**src/rtl/serial_frame_rx_if.sv**
```systemverilog
// serial_frame_rx_if: serial line, shift-register strobes and parallel valid/ready bundle.
interface serial_frame_rx_if #(parameter int W = 8);
  logic rx, clr, shl, shl_in, valid, ready, frame_err, overrun;
  logic [W-1:0] data;
  modport master(input rx, ready, output clr, shl, shl_in, data, valid, frame_err, overrun);
  modport slave(output rx, ready, input clr, shl, shl_in, data, valid, frame_err, overrun);
endinterface

```
**src/rtl/serial_frame_rx.sv**
```systemverilog
// serial_frame_rx: async-serial framer driving a downstream shift register plus a valid/ready frame output.
module serial_frame_rx #(
  parameter int W = 8,
  parameter int DIV = 4
) (
  input logic clk,
  input logic rst_n,
  serial_frame_rx_if.master bus
);
  localparam int DW = $clog2(DIV);
  localparam int BW = $clog2(W);
  localparam logic [DW-1:0] HALF = DW'(DIV / 2 - 1);
  localparam logic [DW-1:0] LAST = DW'(DIV - 1);
  localparam logic [BW-1:0] BLAST = BW'(W - 1);
  typedef enum logic [2:0] {IDLE, START, DATA, STOP, BREAK} state_t;
  state_t state;
  logic [DW-1:0] div;
  logic [BW-1:0] bcnt;
  logic [W-1:0] shreg, data;
  logic clr, shl, shl_in, valid, frame_err, overrun;
  always_ff @(posedge clk or negedge rst_n) begin
    if (!rst_n) begin
      state <= IDLE;
      div <= '0;
      bcnt <= '0;
      shreg <= '0;
      data <= '0;
      valid <= 1'b0;
      clr <= 1'b0;
      shl <= 1'b0;
      shl_in <= 1'b0;
      frame_err <= 1'b0;
      overrun <= 1'b0;
    end else begin
      clr <= 1'b0;
      shl <= 1'b0;
      shl_in <= 1'b0;
      frame_err <= 1'b0;
      overrun <= 1'b0;
      if (valid && bus.ready) valid <= 1'b0;
      case (state)
        IDLE: if (!bus.rx) state <= START;
        START: begin
          div <= div == HALF ? '0 : div + 1'b1;
          if (div == HALF) begin
            state <= bus.rx ? IDLE : DATA;
            bcnt <= '0;
            clr <= !bus.rx;
          end
        end
        DATA: begin
          div <= div == LAST ? '0 : div + 1'b1;
          if (div == LAST) begin
            shreg <= {shreg[W-2:0], bus.rx};
            shl <= 1'b1;
            shl_in <= bus.rx;
            bcnt <= bcnt + 1'b1;
            if (bcnt == BLAST) state <= STOP;
          end
        end
        STOP: begin
          div <= div == LAST ? '0 : div + 1'b1;
          if (div == LAST) begin
            state <= bus.rx ? IDLE : BREAK;
            frame_err <= !bus.rx;
            // a handshake on this same edge frees the slot for the new frame
            if (bus.rx && (!valid || bus.ready)) begin
              data <= shreg;
              valid <= 1'b1;
            end
            overrun <= bus.rx && valid && !bus.ready;
          end
        end
        BREAK: if (bus.rx) state <= IDLE;
        default: state <= IDLE;
      endcase
    end
  end
  assign bus.clr = clr;
  assign bus.shl = shl;
  assign bus.shl_in = shl_in;
  assign bus.data = data;
  assign bus.valid = valid;
  assign bus.frame_err = frame_err;
  assign bus.overrun = overrun;
endmodule

```
**src/flat_wrapper.sv**
```systemverilog
// flat-port wrapper written by rule: the top's interface ports become plain ports
module serial_frame_rx_flat 
#(
  parameter int W = 8,
  parameter int DIV = 4
)
  (clk, rst_n, bus_rx, bus_ready, bus_clr, bus_shl, bus_shl_in, bus_data, bus_valid, bus_frame_err, bus_overrun);
  serial_frame_rx_if #(.W(W)) bus_i ();
  input logic clk;
  input logic rst_n;
  input wire logic [$bits(bus_i.rx)-1:0] bus_rx;
  input wire logic [$bits(bus_i.ready)-1:0] bus_ready;
  output wire logic [$bits(bus_i.clr)-1:0] bus_clr;
  output wire logic [$bits(bus_i.shl)-1:0] bus_shl;
  output wire logic [$bits(bus_i.shl_in)-1:0] bus_shl_in;
  output wire logic [$bits(bus_i.data)-1:0] bus_data;
  output wire logic [$bits(bus_i.valid)-1:0] bus_valid;
  output wire logic [$bits(bus_i.frame_err)-1:0] bus_frame_err;
  output wire logic [$bits(bus_i.overrun)-1:0] bus_overrun;
  assign bus_i.rx = bus_rx;
  assign bus_i.ready = bus_ready;
  assign bus_clr = bus_i.clr;
  assign bus_shl = bus_i.shl;
  assign bus_shl_in = bus_i.shl_in;
  assign bus_data = bus_i.data;
  assign bus_valid = bus_i.valid;
  assign bus_frame_err = bus_i.frame_err;
  assign bus_overrun = bus_i.overrun;
  serial_frame_rx #(.W(W), .DIV(DIV)) u_core (.clk(clk), .rst_n(rst_n), .bus(bus_i));
endmodule
```
**config.mk**
```make
export PLATFORM = sky130hd
export DESIGN_NAME = serial_frame_rx_flat
export DESIGN_NICKNAME = d
export VERILOG_FILES = /design/src/rtl/serial_frame_rx_if.sv /design/src/rtl/serial_frame_rx.sv /design/src/flat_wrapper.sv
export SDC_FILE = /design/constraint.sdc
export NUM_CORES = 1
export LEC_CHECK = 0
export ABC_AREA = 1
export CAP_MARGIN = 10
export CELL_PAD_IN_SITES_DETAIL_PLACEMENT = 0
export CELL_PAD_IN_SITES_GLOBAL_PLACEMENT = 1
export CORE_AREA = 8 8 62 75
export CTS_BUF_LIST = sky130_fd_sc_hd__clkbuf_16
export DETAILED_ROUTE_END_ITERATION = 16
export DIE_AREA = 0 0 70 83
export PLACE_DENSITY_LB_ADDON = 0.12
export SETUP_SLACK_MARGIN = 0.15
export SLEW_MARGIN = 0
export SYNTH_ARGS = -nofsm -noshare
export SYNTH_HDL_FRONTEND = slang
export SYNTH_SLANG_ARGS = --single-unit
```
**constraint.sdc**
```tcl
create_clock -name clk -period 1.4 [get_ports clk]
set_input_delay 0.28 -clock clk [delete_from_list [all_inputs] [get_ports clk]]
set_output_delay 0.28 -clock clk [all_outputs]
set_load 0.02 [all_outputs]
```
==> impl_metrics.yaml, run 1 <==
sta:
  relSlewSlack_pct: 85.8
  worstMarginPinSlew_ns: 0.214
  fin_crit_sh_pct: 87.8
  fmax_mhz: 813
  rsz0062_at_grt: "true"
  hold_violations: 0
  period_minus_slack_ns: 1.23
  finalSetupTns_ns: 0
  final_max_slew_viol_count: 0
  clock_skew_ns: 0.00309
  timing.hold.ws_ns: 0.381
  finalSetupViolCount: 0
clocking:
  tritoncts: "built"
  htreeDepth: 2
  clk_pin_slew_ns: 0.05
  clk_latency_ns: 0.27
  clockBufferDepth: 2
  cts_root_buf: "clkbuf_16"
  clock-sinks: 30
  cts_hold_buf: 0
  cts-buffers-inserted: 5
die:
  rows: 24
  die_h_um: 83
  die-area_um2: 5810
  initial_core_util_pct: 38.3
  core-area_um2: 3480
  die_w_um: 70
  boundaryPins: 18
setup_path:
  crit_chain: "clkdlybuf4s15_1"
  r2r-start: "u_core.state[2]$_DFFE_PN0P_"
  cp_num_buf_inv: 1
  crit_end: "bus_data[1]"
  cp.arrival_ns: 0.95
  cp_max_fo: 2
  r2r-end: "u_core.bus.data[6]$_DFFE_PN0P_"
  cp_top_family: "flip-flops"
  cp.required_ns: 1.12
  r2r_cells: 7
  path_class: "register to output port"
  cp-startpoint: "u_core.bus.data[1]$_DFFE_PN0P_"
  worst-path-stages: 1
  crit_path_start_kind: "register"
  reg2reg_slack_ns: 0.17
  cpMaxStageDelayCell: "dfrtp_1"
  crit_path_end_kind: "output port"
  critPathMaxStageDelay_ns: 0.39
min_path:
  holdCritPathClass: "primary input to asynchronous set/reset pin"
logic_synthesis:
  synth_edf_count: 0
  synth-seq-cells: 30
  seq_area_frac_synth_pct: 56.3
  syn_area_per_cell_um2: 9.20
  synthArstFlopShare_pct: 100
  syn_inst: 145
  yosysMostFrequentCell: "nand2_1"
  synth.net_count: 154
  synth_cell_types: 18
  yosysTopAreaCell: "dfrtp_1"
  ys_warn_count: 0
  ys.flop_type: "dfrtp_1"
  netlist.area_leader.share_pct: 56.3
  syn-cell-area_um2: 1330
  synthTopCellsByCount: "nand2_1 (43), dfrtp_1 (30), inv_1 (22), o21ai_0 (10), o21ai_2 (8)"
  yosys-top-cells-area: "dfrtp_1 (56%), nand2_1 (12%), inv_1 (6.2%), o21ai_2 (5.3%), ha_1 (4.7%)"
layout:
  final_cells: 227
  drive_gt1_share_pct: 36.7
  syn_to_final_growth_pct: 47.3
  antennaDiodeCount: 0
  final_nets: 196
power_and_ir_drop:
  power.density_nw_per_um2: 2180
  p_leak_nw: 1.00
  p_total_w: 0.00429
  irDropWorstVdd_uv: 1270
run_status:
  status: "finished clean"
place:
  placed_cells: 210
  gp_congestion: 0.847
  portBuffers: 17
  dp_hpwl_um: 1930
drt:
  drt_iter0_drc: 33
  num_vias: 1054
  wl_um: 2840
  postRouteAntennaNets: 0
  drc: 0
  dr.pass1.iters: 4
  wl_per_cell_um: 12.5
  vias_per_cell: 4.64
global_routing:
  grtUsageTotal_pct: 9.91
  grt_max_degree: 31
  grt-ovfl-total: 0
  grt_antenna_before_repair: 0
  grt_pass1_vias: 1056
  grt_pass1_wl_um: 4710
flow_run:
  max_cap_viol_count: 0
## worst reg2reg max path, delay by kind of cell (launching register included)
family	cells	cell delay, ns
AOI/OAI and AO/OA	1	0.05
buffers and inverters	2	0.28
DFF	1	0.42
and+or+nand+nor	4	0.37
## kinds of logic after synthesis
kind of cell / after synthesis / share of synthesized area [%]
AO/OA/AOI/OAI: 24 / 11.9
adder cells (fa/ha/maj): 5 / 4.69
buffers and inverters: 24 / 7.88
flip-flops: 30 / 56.3
AND/OR/NAND/NOR: 62 / 19.2
## how the worst min path moves through the flow
stage	cells past startpoint	slack (ns)	end
after floorplan	0	-0.02	u_core.bcnt[0]$_DFFE_PN0P_
after CTS	2	0.39	u_core.bus.data[1]$_DFFE_PN0P_
after detailed placement	2	0.47	u_core.bcnt[1]$_DFFE_PN0P_
after global placement	2	0.46	u_core.bcnt[2]$_DFFE_PN0P_
after global routing	2	0.42	u_core.bus.data[1]$_DFFE_PN0P_
final	2	0.38	u_core.bus.data[1]$_DFFE_PN0P_
## power by group
part / switching, W / leakage [nW] / internal, W
sequential: 0.000243 / 0.392 / 0.00119
combinational: 0.00103 / 0.541 / 0.000851
clock: 0.000339 / 0.0724 / 0.000639
total: 0.00161 / 1.00 / 0.00268
## metrics by stage
stage               setup WS (ns)  area, µm²  utilization, %
finish                      0.171       1960            56.4
global route                0.109       1960            56.4
CTS                         0.136       1820            52.3
detailed placement        -0.0555       1640            47.2
global placement          -0.0420       1640            47.2
floorplan                   0.152       1340               -
## what timing repair did
action                     in CTS  in global routing
setup endpoints to repair      32                 29
buffers inserted                4                  4
gates cloned                    0                  1
gates resized for setup        25                 39
pin swaps                       3                 10
## layer usage
metal	global-route usage [%]	vias up	part of all wire (%)	routed length [µm]
li1	-	539	-	-
met1	10.1	493	42	1190
met2	17.3	17	53	1500
met3	3.93	5	4.1	117
met4	4.40	0	1.2	34
met5	0	-	0	0
## registers in the layout, indices dropped and copies added (netlist names)
name and flops:
u_core.bcnt 3, u_core.bus.clr 1, u_core.bus.data 8, u_core.bus.frame_err 1, u_core.bus.overrun 1, u_core.bus.shl 1, u_core.bus.shl_in 1, u_core.bus.valid 1
u_core.div 2, u_core.shreg 8, u_core.state 3
## final cells by class
type / count / area (µm²)
Multi-Input combinational cell: 91 / 591
Sequential cell: 30 / 753
Fill cell: 323 / 1520
Tap cell: 39 / 48.8
Timing Repair Buffer: 37 / 352
Clock buffer: 5 / 125
Clock inverter: 3 / 12.5
Inverter: 22 / 82.6
## layout by cell type, fill, tap and decap left out, drive strengths merged, types with 2 or more instances in the layout
| cell type | synthesis | layout |
|---|---|---|
| ha | 5 | 5 |
| nand3 | 8 | 8 |
| clkbuf | 0 | 9 |
| dfrtp | 30 | 30 |
| inv | 22 | 23 |
| nand2 | 44 | 44 |
| o21bai | 2 | 2 |
| dlygate4sd2 | 0 | 3 |
| clkdlybuf4s15 | 0 | 8 |
| nor2 | 9 | 9 |
| o21ai | 19 | 19 |
| buf | 2 | 19 |
| clkinv | 0 | 2 |
| clkdlybuf4s50 | 0 | 3 |
(Power assumes the default switching activity.)
==> run 2, diff against run 1 <==
==> constraint.sdc (replaced) <==
create_clock -name clk -period 1.4 [get_ports clk]
set_input_delay 0.14 -clock clk [delete_from_list [all_inputs] [get_ports clk]]
set_output_delay 0.14 -clock clk [all_outputs]
set_load 0.02 [all_outputs]
==> run 2 against run 1 <==
- final area is 6.6% lower
- clock power is 1% higher
- combinational power is 12% lower
- sequential cell count stayed put
==> impl_metrics.yaml, run 2 (synthesized netlist as in run 1, its figures left out) <==
run_status:
  status: "finished clean"
clocking:
  clk_pin_slew_ns: 0.05
  clk_latency_ns: 0.27
  cts_hold_buf: 0
  tritoncts: "built"
  clock-sinks: 30
  htreeDepth: 2
  clockBufferDepth: 2
  cts-buffers-inserted: 5
  cts_root_buf: "clkbuf_16"
global_routing:
  grt_pass1_wl_um: 4670
  grt_pass1_vias: 1023
  grt_max_degree: 31
  grt-ovfl-total: 0
  grt_antenna_before_repair: 0
  grtUsageTotal_pct: 10.0
power_and_ir_drop:
  pwr-share-comb_pct: 41.0
  clkPwrFrac_pct: 24.4
  p_seq_share_pct: 34.6
  irDropWorstVdd_uv: 1100
  p_int_w: 0.00252
  power.density_nw_per_um2: 2210
  p_leak_nw: 0.975
  sw_frac_of_total_pct: 38.0
  switchingPower_w: 0.00154
setup_path:
  cp_max_fo: 8
  cp-startpoint: "u_core.state[2]$_DFFE_PN0P_"
  critPathMaxStageDelay_ns: 0.44
  r2r_cells: 7
  cpMaxStageDelayCell: "dfrtp_2"
  cp_num_buf_inv: 2
  cp_top_family: "flip-flops"
  crit_path_end_kind: "register"
  path_class: "register to register"
  reg2reg_slack_ns: 0.15
  crit_path_start_kind: "register"
  crit_chain: "inv_2, nand2_4, nor2_4, nand3_4, buf_12, nand2_1, o21ai_2"
  cp.arrival_ns: 1.41
  r2r-end: "u_core.bus.data[3]$_DFFE_PN0P_"
  cp.required_ns: 1.56
  r2r-start: "u_core.state[2]$_DFFE_PN0P_"
die:
  die_w_um: 70
  die_h_um: 83
  boundaryPins: 18
  die-area_um2: 5810
  rows: 24
  core-area_um2: 3480
  initial_core_util_pct: 38.3
layout:
  final_nets: 187
  utilization_pct: 52.7
  layout_commonest_cell: "nand2_1"
  syn_to_final_growth_pct: 37.5
  layout_common_cells: "nand2_1 (42), dfrtp_1 (27), inv_1 (17), dlygate4sd2_1 (14)"
  reg_top3: "u_core.bus.data: 8 flops, u_core.shreg: 8 flops"
  drive_gt1_share_pct: 26.4
  fill_cells: 329
  final_cells: 217
  antennaDiodeCount: 0
place:
  portBuffers: 17
  dp_hpwl_um: 1910
  placed_cells: 205
  gp_congestion: 0.858
drt:
  postRouteAntennaNets: 0
  drt_iter0_drc: 34
  num_vias: 1007
  drc: 0
  dr.pass1.iters: 4
  wl_um: 2800
  vias_per_cell: 4.64
  wl_per_cell_um: 12.9
min_path:
  holdCritPathClass: "primary input to asynchronous set/reset pin"
sta:
  finalSetupViolCount: 0
  relSlewSlack_pct: 74.7
  finalSetupTns_ns: 0
  clock_skew_ns: 0.00386
  period_minus_slack_ns: 1.25
  rsz0062_at_grt: "true"
  final_max_slew_viol_count: 0
  fmax_mhz: 799
  fin_crit_sh_pct: 89.4
  worstMarginPinSlew_ns: 0.380
  hold_violations: 0
flow_run:
  max_cap_viol_count: 0
## run 2: cell types whose count changed in the layout (fill, tap and decap cells not counted), sizes merged
cell | previous run | this run
buf | 19 | 10
clkbuf | 9 | 6
clkdlybuf4s15 | 8 | 0
dlygate4sd2 | 3 | 14
inv | 23 | 22
## run 2: per-layer routing
layer / up-vias / track usage [%] / routed length, µm
li1: 523 / - / -
met1: 458 / 9.88 / 1160
met2: 19 / 17.6 / 1450
met3: 7 / 4.17 / 126
met4: 0 / 4.95 / 58
met5: - / 0 / 0
## run 2: per-stage QoR
step           hold slack, ns  power [W]  area (µm²)  setup slack, ns
5_1_grt                 0.294    0.00441        1830           0.0837
6_report                0.255    0.00406        1830            0.148
3_5_place_dp            0.467    0.00292        1590           0.0748
3_3_place_gp            0.458    0.00288        1590           0.0875
2_1_floorplan          -0.156    0.00237        1340            0.152
4_1_cts                 0.268    0.00394        1750            0.158
## run 2: power groups by stage
| stage | sequential (W) | combinational, W | clock, W |
|---|---|---|---|
| global placement | 0.00139 | 0.00149 | 0 |
| floorplan | 0.00150 | 0.000873 | 0 |
| CTS | 0.00139 | 0.00153 | 0.00102 |
| global route | 0.00145 | 0.00190 | 0.00106 |
| detailed placement | 0.00139 | 0.00152 | 0 |
| finish | 0.00141 | 0.00166 | 0.000990 |
## run 2: layout make-up
type / count / area, µm² / area share, %
sequential: 30 / 754 / 41.1
tap: 39 / 48.8 / 2.66
clock buffer: 5 / 125 / 6.82
timing repair buffer: 28 / 265 / 14.5
multi-input combinational: 91 / 548 / 29.9
clock inverter: 2 / 10.0 / 0.546
inverter: 22 / 82.6 / 4.50
## run 2: how the worst max path moves through the flow
stage,cells after the start,end
floorplan,7,u_core.bus.data[4]$_DFFE_PN0P_
global placement,7,u_core.bus.data[1]$_DFFE_PN0P_
detailed placement,7,u_core.bus.data[3]$_DFFE_PN0P_
CTS,7,u_core.bus.data[3]$_DFFE_PN0P_
global route,7,u_core.bus.data[3]$_DFFE_PN0P_
finish,7,u_core.bus.data[3]$_DFFE_PN0P_
## run 2: repair_timing
action,4_1_cts,5_1_grt
setup endpoints to repair,30,22
buffers inserted,2,2
gates cloned,0,1
resized for setup,20,15
pin swaps,2,9
==> run 3, diff against run 2 <==
--- a/config.mk
+++ b/config.mk
@@ -9,10 +9,11 @@
 export CAP_MARGIN = 10
 export CELL_PAD_IN_SITES_DETAIL_PLACEMENT = 0
 export CELL_PAD_IN_SITES_GLOBAL_PLACEMENT = 1
-export CORE_AREA = 8 8 62 75
+export CORE_AREA = 8 8 76 92
 export CTS_BUF_LIST = sky130_fd_sc_hd__clkbuf_16
 export DETAILED_ROUTE_END_ITERATION = 16
-export DIE_AREA = 0 0 70 83
+export DIE_AREA = 0 0 84 100
+export HOLD_SLACK_MARGIN = 0.03
 export PLACE_DENSITY_LB_ADDON = 0.12
 export SETUP_SLACK_MARGIN = 0.15
 export SLEW_MARGIN = 0
==> run 3 against run 2 <==
- sequential share of layout area is 2.0 points lower
- global-route usage is 2.5 points lower
- critical path depth stayed put
- sequential cell count stayed put
- via count is 3.2% higher
- register-to-register slack hardly changed
- first-iteration DRC count is 8.8% lower
- fmax is 0.48% higher
- clock-buffer cell count stayed put
- critical path type unchanged
- largest cell class unchanged
- largest power group unchanged
==> impl_metrics.yaml, run 3 (synthesized netlist as in run 1, its figures left out) <==
run_status:
  status: "finished clean"
setup_path:
  critPathMaxStageDelay_ns: 0.46
  path_class: "register to register"
  cp.required_ns: 1.56
  r2r-end: "u_core.bus.data[1]$_DFFE_PN0P_"
  crit_chain: "inv_4, nand2_4, nor2_4, nand3_4, buf_12, nand2_1, o21ai_2"
  crit_path_start_kind: "register"
  cpMaxStageDelayCell: "dfrtp_2"
  crit_path_end_kind: "register"
  cp_max_fo: 8
  reg2reg_slack_ns: 0.15
  cp.arrival_ns: 1.41
  r2r_cells: 7
  r2r-start: "u_core.state[2]$_DFFE_PN0P_"
drt:
  dr.pass1.iters: 4
  num_vias: 1039
  wl_um: 3150
  drc: 0
  vias_per_cell: 4.26
  wl_per_cell_um: 12.9
  postRouteAntennaNets: 0
  drt_iter0_drc: 31
clocking:
  clock-sinks: 30
  cts_root_buf: "clkbuf_16"
  clk_pin_slew_ns: 0.05
  clockBufferDepth: 2
  cts-buffers-inserted: 5
  tritoncts: "built"
  clk_latency_ns: 0.27
  htreeDepth: 2
power_and_ir_drop:
  switchingPower_w: 0.00161
  sw_frac_of_total_pct: 38.3
  p_total_w: 0.00420
  p_int_w: 0.00259
  irDropWorstVdd_uv: 806
  p_leak_nw: 0.997
  clkPwrFrac_pct: 24.0
  p_seq_share_pct: 33.7
  pwr-share-comb_pct: 42.3
  power.density_nw_per_um2: 2180
sta:
  worstMarginPinSlew_ns: 0.241
  clock_skew_ns: 0.00285
  setup_ws_ns: 0.154
  fin_crit_sh_pct: 89.0
  relSlewSlack_pct: 83.8
  final_max_slew_viol_count: 0
  finalSetupTns_ns: 0
  rsz0062_at_grt: "true"
  hold_violations: 0
  period_minus_slack_ns: 1.25
  fmax_mhz: 803
  finalSetupViolCount: 0
layout:
  layout_common_cells: "nand2_1 (33), dfrtp_1 (27), inv_1 (18), dlygate4sd2_1 (14), nand2_2 (9)"
  reg_top3: "u_core.bus.data: 8 flops, u_core.shreg: 8 flops"
  finalInstanceArea_um2: 1930
  seqCellArea_um2: 754
  multi_input_area_um2: 576
  fill_cells: 578
  syn_to_final_growth_pct: 44.4
  drive_gt1_share_pct: 31.1
  antennaDiodeCount: 0
  final_nets: 188
  layout_commonest_cell: "nand2_1"
die:
  die_w_um: 84
  die_h_um: 100
  boundaryPins: 18
  die-area_um2: 8400
  core-area_um2: 5520
  initial_core_util_pct: 24.2
  rows: 30
global_routing:
  grt_max_degree: 31
  grt-ovfl-total: 0
  grt_pass1_wl_um: 5040
  grt_pass1_vias: 1078
  grtUsageTotal_pct: 7.55
  grt_antenna_before_repair: 0
min_path:
  holdCritPathClass: "primary input to asynchronous set/reset pin"
place:
  gp_congestion: 0.875
  dpl_worst_slack_ns: 0.0724
  portBuffers: 17
  dp_hpwl_um: 2110
  dpl_cell_area_um2: 1630
flow_run:
  max_cap_viol_count: 0
==> run 3: area by class of cell <==
| cell class | count | share of cell area (%) |
|---|---|---|
| inverter | 22 | 4.42 |
| timing repair buffer | 29 | 15.2 |
| clock buffer | 5 | 6.50 |
| tap | 64 | 4.16 |
| sequential | 30 | 39.2 |
| multi-input combinational | 91 | 29.9 |
| clock inverter | 3 | 0.650 |
==> run 3: timing repair <==
item | CTS | global route
pin swaps | 3 | 8
hold buffers | 0 | 0
endpoints found under the setup margin | 23 | 21
setup buffers | 2 | 3
resized for setup | 21 | 30
gates cloned | 0 | 2
==> run 3: how the worst max path moves through the flow <==
stage                                           start                              to  slack [ns]  cells after the start
after detailed placement                       bus_rx  u_core.bus.data[5]$_DFFE_PN0P_        0.07                      7
final                     u_core.state[2]$_DFFE_PN0P_  u_core.bus.data[1]$_DFFE_PN0P_        0.15                      7
after global routing      u_core.state[2]$_DFFE_PN0P_  u_core.bus.data[2]$_DFFE_PN0P_        0.09                      7
after CTS                   u_core.div[0]$_DFFE_PN0P_       u_core.div[1]$_DFFE_PN0P_        0.14                      6
after floorplan           u_core.state[2]$_DFFE_PN0P_  u_core.bus.data[4]$_DFFE_PN0P_        0.15                      7
after global placement                         bus_rx  u_core.bus.data[5]$_DFFE_PN0P_        0.07                      7
==> run 3: power groups by stage <==
stage / sequential, W / combinational (W) / clock, W
finish: 0.00142 / 0.00178 / 0.00101
global route: 0.00146 / 0.00200 / 0.00108
CTS: 0.00139 / 0.00156 / 0.00103
detailed placement: 0.00140 / 0.00154 / 0
global placement: 0.00139 / 0.00153 / 0
floorplan: 0.00150 / 0.000873 / 0
==> run 3: critical path, delay by kind of cell (launching register included) <==
kind | cells | cell delay, ns
AND/OR/NAND/NOR | 4 | 0.37
AO/OA/AOI/OAI | 1 | 0.05
flip-flops | 1 | 0.46
buffers and inverters | 2 | 0.25
==> run 3: routing by layer <==
layer,track usage (%),up-vias,wire [µm]
li1,-,529,-
met1,8.17,483,1380
met2,12.7,21,1590
met3,3.08,6,140
met4,3.20,0,39
met5,0,-,0
==> run 3: per-stage QoR <==
step                hold slack (ns)  utilization [%]  cells
detailed placement            0.466             29.5    229
finish                        0.233             34.9    244
global route                  0.247             34.9    244
CTS                           0.241             32.4    239
floorplan                    -0.156                -    145
global placement              0.458             29.5    229
